File: config.mk
export PLATFORM = sky130hd
export DESIGN_NAME = not_not_round_engine
export DESIGN_NICKNAME = d
export VERILOG_FILES = /design/src/rtl/not_not_round_engine.sv
export SDC_FILE = /design/constraint.sdc
export NUM_CORES = 1
export LEC_CHECK = 0
export ABC_CLOCK_PERIOD_IN_PS = 2500
export CAP_MARGIN = 15
export CORE_MARGIN = 2
export CORE_UTILIZATION = 34
export CTS_CLUSTER_SIZE = 10
export DETAILED_ROUTE_END_ITERATION = 8
export GPL_TIMING_DRIVEN = 1
export PLACE_DENSITY = 0.59
export SETUP_SLACK_MARGIN = 0.02
export SYNTH_ARGS = -nofsm -noshare
export SYNTH_HDL_FRONTEND = slang
export SYNTH_SLANG_ARGS = --single-unit
File: constraint.sdc
create_clock -name CLOCK_50 -period 2.5 [get_ports CLOCK_50]
set_input_delay 0.5 -clock CLOCK_50 [delete_from_list [all_inputs] [get_ports CLOCK_50]]
set_output_delay 0.5 -clock CLOCK_50 [all_outputs]
set_load 0.02 [all_outputs]
File: src/rtl/not_not_round_engine.sv
// rtl/not_not_round_engine.sv - Not Not round generator and judge
// LFSR-driven prompt latch, answer mask, per-round timer, score and lives tracking.
module not_not_round_engine #(
  parameter int          COLOR_BITS     = 2,
  parameter int          NOT_BITS       = 2,
  parameter logic [15:0] SEED           = 16'hACE1,
  parameter int          TIMEOUT_CYCLES = 50000000,
  parameter int          LIVES          = 3,
  parameter int          SCORE_W        = 8,
  localparam int         NUM_COLORS     = 2**COLOR_BITS
) (
  input  logic                    CLOCK_50,
  input  logic                    reset,
  input  logic                    enable,
  input  logic                    start,
  input  logic [NUM_COLORS-1:0]   answer,
  input  logic                    answer_valid,
  output logic [COLOR_BITS-1:0]   color_1_idx,
  output logic [COLOR_BITS-1:0]   color_2_idx,
  output logic [1:0]              logic_op,
  output logic [NOT_BITS-1:0]     not_count,
  output logic [NUM_COLORS-1:0]   target_mask,
  output logic                    round_active,
  output logic                    correct,
  output logic                    wrong,
  output logic                    timeout,
  output logic [SCORE_W-1:0]      score,
  output logic [3:0]              lives_left,
  output logic                    game_over
);

  localparam logic [15:0] SEED_EFF = (SEED == 16'h0000) ? 16'h0001 : SEED;
  localparam int TIMER_W = (TIMEOUT_CYCLES > 2) ? $clog2(TIMEOUT_CYCLES) : 1;
  localparam logic [TIMER_W-1:0] TIMER_LOAD = TIMER_W'(TIMEOUT_CYCLES - 1);
  localparam logic [3:0] LIVES_INIT = 4'(LIVES);

  typedef enum logic [2:0] {S_IDLE, S_GEN, S_WAIT, S_RESULT, S_OVER} state_t;

  state_t               state;
  logic [15:0]          lfsr;
  logic [15:0]          lfsr_next;
  logic [TIMER_W-1:0]   timer;

  logic [COLOR_BITS-1:0] gen_c1, gen_c2;
  logic [1:0]            gen_op;
  logic [NOT_BITS-1:0]   gen_nc;
  logic [NUM_COLORS-1:0] m1, m2, base, gen_mask;

  assign lfsr_next = {lfsr[14:0], lfsr[15] ^ lfsr[13] ^ lfsr[12] ^ lfsr[10]};

  assign gen_c1 = lfsr[COLOR_BITS-1:0];
  assign gen_c2 = lfsr[2*COLOR_BITS-1:COLOR_BITS];
  assign gen_op = lfsr[9:8];
  assign gen_nc = lfsr[NOT_BITS+11:12];

  // Mask is derived from the same pre-advance lfsr that GEN latches, so it lines up with the prompt.
  always_comb begin
    m1 = '0;
    m2 = '0;
    m1[gen_c1] = 1'b1;
    m2[gen_c2] = 1'b1;
    case (gen_op)
      2'd0:    base = m1;
      2'd1:    base = m1 & m2;
      2'd2:    base = m1 | m2;
      default: base = m2;
    endcase
    gen_mask = gen_nc[0] ? ~base : base;
  end

  always_ff @(posedge CLOCK_50 or posedge reset) begin
    if (reset) begin
      state        <= S_IDLE;
      lfsr         <= SEED_EFF;
      timer        <= '0;
      color_1_idx  <= '0;
      color_2_idx  <= '0;
      logic_op     <= '0;
      not_count    <= '0;
      target_mask  <= '0;
      round_active <= 1'b0;
      correct      <= 1'b0;
      wrong        <= 1'b0;
      timeout      <= 1'b0;
      score        <= '0;
      lives_left   <= LIVES_INIT;
      game_over    <= 1'b0;
    end else if (!enable) begin
      correct <= 1'b0;
      wrong   <= 1'b0;
      timeout <= 1'b0;
    end else begin
      lfsr    <= lfsr_next;
      correct <= 1'b0;
      wrong   <= 1'b0;
      timeout <= 1'b0;
      case (state)
        S_IDLE, S_OVER: begin
          if (start) begin
            score      <= '0;
            lives_left <= LIVES_INIT;
            game_over  <= 1'b0;
            state      <= S_GEN;
          end
        end
        S_GEN: begin
          color_1_idx  <= gen_c1;
          color_2_idx  <= gen_c2;
          logic_op     <= gen_op;
          not_count    <= gen_nc;
          target_mask  <= gen_mask;
          timer        <= TIMER_LOAD;
          round_active <= 1'b1;
          state        <= S_WAIT;
        end
        S_WAIT: begin
          // An answer on the final timer cycle wins over the timeout.
          if (answer_valid) begin
            round_active <= 1'b0;
            state        <= S_RESULT;
            if (answer == target_mask) begin
              correct <= 1'b1;
              if (score != {SCORE_W{1'b1}}) score <= score + 1'b1;
            end else begin
              wrong      <= 1'b1;
              lives_left <= lives_left - 4'd1;
            end
          end else if (timer == '0) begin
            round_active <= 1'b0;
            state        <= S_RESULT;
            timeout      <= 1'b1;
            lives_left   <= lives_left - 4'd1;
          end else begin
            timer <= timer - 1'b1;
          end
        end
        S_RESULT: begin
          if (lives_left == 4'd0) begin
            game_over <= 1'b1;
            state     <= S_OVER;
          end else begin
            state <= S_GEN;
          end
        end
        default: state <= S_IDLE;
      endcase
    end
  end

endmodule

==> flow_summary.ini <==
[yosys]
syn_nets = 396
synth_edf_count = 0
ys.flop_type = dfrtp_1
post-synth-top-area-cell = dfrtp_1
synth.most_common_cell = dfrtp_1
ys_top_cells_by_count = 64 x dfrtp_1, 46 x nand2_1, 26 x nor2_1
ys_seq_elements = 74
synth_area_per_cell_um2 = 9.94
seq_area_frac_synth = 0.490
async_flop_share = 1.00
synth.top_cell.area_share = 0.421
synthTopCellsByArea = dfrtp_1 42%, dfstp_2 6.9%, nand2_1 4.5%
netlist_area_mm2 = 0.00381
syn_inst = 383
synth_cell_types = 59
ys_warn_count = 0

[global_route]
gr-usage-met3 = 0.0373
grt_usage = 0.159
grt_pass1_vias = 3099
grt_busiest_layer = met2
antenna_found_initial = 0
grtUsageMet1 = 0.214
grt_max_degree = 54
met2_usage = 0.247
grt-ovfl-total = 0
grt_pass1_wl_um = 15100

[floorplanning]
start_util = 0.350
die-area_mm2 = 0.0121
ios = 38
rows = 38
core_area_mm2 = 0.0109
fp.dieH_um = 110
die_x_um = 110

[setup_path]
r2r_slack_ps = 140
arrival_ps = 2580
worstPathRequired_ps = 2720
critPathCaptureType = register
max_stage_delay_ps = 510
worst_r2r_path_depth = 8
r2r_end = timer[10]$_DFFE_PP0P_
path_max_fanout = 6
criticalPathCategory = register to register
cp-start-kind = register
path_cells = inv_1, ha_1, or4b_4, nor3_4, o21ai_1, buf_4, o31ai_1, a21oi_1
r2r-start = timer[0]$_DFFE_PP0P_
slowest_stage = or4b_4

[timing]
max_freq_mhz = 423
finalHoldViolations = 0
min_period_ps = 2360
final_max_slew_viol_count = 0
fin_crit_sh = 0.945
setup_viol = 0
relSlewSlack = 0.616
skew_ps = 9.84
tightest_slew_ps = 571
rsz0062_at_grt = no
finalSetupTns_ps = 0

[clock_tree]
worstSkewPairLatency_ps = 350
numCtsBuffers = 9
path_clk_slew_ps = 70
cts_tree = done
clkSinkCount = 74
htree_levels = 3
holdBufCountCts = 0
cts-root-buf = clkbuf_8
clk_path_buf_depth = 2

[detailed_routing]
ant_nets = 0
drc_errors = 0
wl_um = 8630
wl_per_cell_um = 14.7
first_pass_iters = 4
drt_iter0_markers = 146
viasPerCell = 5.24
vias = 3080

[placement]
place.gp.congestion = 0.887
detailed_place_hpwl_um = 6150
place.port_buffers = 37
place_area_mm2 = 0.00451

[power_and_ir_drop]
leakagePower_nw = 1.93
power_density_mw_per_mm2 = 955
vdd_drop_max_uv = 572

[layout]
nets = 456
n_antenna_cell = 0
syn_to_final_growth_pct = 24.6
drive_above_1_share = 0.183
design_area_mm2 = 0.00475

[hold_path]
min_to = game_over$_DFFE_PP0P_
hp-class = register to register
min_from = game_over$_DFFE_PP0P_
hold_path_depth = 2

[status]
status = complete, no violations

[job]
maxCapViolCount = 0
registers in the layout (all words and copies together) (netlist names):
register	cells
wrong	1
color_2_idx	2
timeout	1
logic_op	2
timer	26
state	3
lives_left	4
score	8
round_active	1
correct	1
not_count	2
game_over	1
lfsr	16
target_mask	4
color_1_idx	2
kinds of logic (layout without fill, tap and decap cells):
kind of cell,Yosys count,in the layout,share of synthesized area
AO/OA/AOI/OAI,76,76,0.125
XOR/XNOR,23,23,0.0529
adder cells (fa/ha/maj),4,4,0.0131
buffers and inverters,27,92,0.0283
flip-flops,74,74,0.490
multiplexers,19,19,0.0549
AND/OR/NAND/NOR,160,160,0.236
layer usage:
metal / wire (um) / up-vias
li1: - / 1510
met1: 4230 / 1515
met3: 292 / 9
met5: 0 / -
met4: 101 / 0
met2: 4010 / 46
cell type report:
class / count / area, um^2
clock inverter: 4 / 73.8
multi-input combinational: 282 / 1840
clock buffer: 12 / 155
inverter: 10 / 37.5
timing repair buffer: 66 / 601
sequential: 74 / 1860
fill: 1077 / 6140
tap: 140 / 175
how the worst max path moves through the flow:
stage | from | to | slack, ps | cells past startpoint
after floorplan | reset | color_1_idx[0]$_DFFE_PP0P_ | 130 | 1
after global placement | enable | timer[25]$_DFFE_PP0P_ | 130 | 6
after detailed placement | answer_valid | score[5]$_DFFE_PP0P_ | 20 | 6
after CTS | timer[0]$_DFFE_PP0P_ | timer[11]$_DFFE_PP0P_ | 140 | 7
after global routing | timer[0]$_DFFE_PP0P_ | timer[0]$_DFFE_PP0P_ | 20 | 8
final | timer[0]$_DFFE_PP0P_ | timer[10]$_DFFE_PP0P_ | 140 | 8
worst max-delay path: cells and delay by family, from the launching register on:
family | cells | cell delay, ps
and+or+nand+nor | 2 | 870
AOI/OAI and AO/OA | 3 | 490
buffers and inverters | 2 | 240
adders and majority gates | 1 | 240
DFF | 1 | 380
timing repair:
action / 4_1_cts / 5_1_grt
buffers inserted: 0 / 0
setup endpoints to repair: 0 / 6
gates resized for setup: 0 / 1
power by group:
group / switching (W) / leakage (nW) / internal, W
Combinational: 0.000767 / 0.942 / 0.000747
Clock: 0.000442 / 0.117 / 0.000617
Sequential: 0.000365 / 0.872 / 0.00159
Total: 0.00157 / 1.93 / 0.00296
metrics by stage:
stage,setup slack [ps],hold WS (ps),utilization,cells,total power [W]
3_3_place_gp,125,466,0.415,572,0.00346
5_1_grt,18.3,509,0.436,588,0.00484
3_5_place_dp,23.0,464,0.415,572,0.00350
6_report,138,485,0.436,588,0.00453
4_1_cts,142,489,0.436,588,0.00458
2_1_floorplan,135,447,-,383,0.00290
cells in the final DEF, fill, tap and decap left out, drive strengths merged, types with 2 or more instances in the layout:
cell / n
nor4b: 2
mux2: 15
nand3: 15
nand2b: 6
nor2b: 4
mux2i: 4
nor3: 11
nor2: 26
dfrtp: 64
nor3b: 4
nand2: 47
and4: 5
a21boi: 2
nand4: 6
ha: 4
o21ai: 27
a31oi: 5
inv: 10
and3: 3
buf: 29
nor4: 8
a21oi: 14
o2111ai: 3
or3: 7
o31ai: 7
or4: 7
dfstp: 10
xnor2: 13
xor2: 10
o211ai: 9
bufinv: 2
clkdlybuf4s50: 37
clkinv: 2
clkbuf: 12
Power figures use the tool's default switching activity.
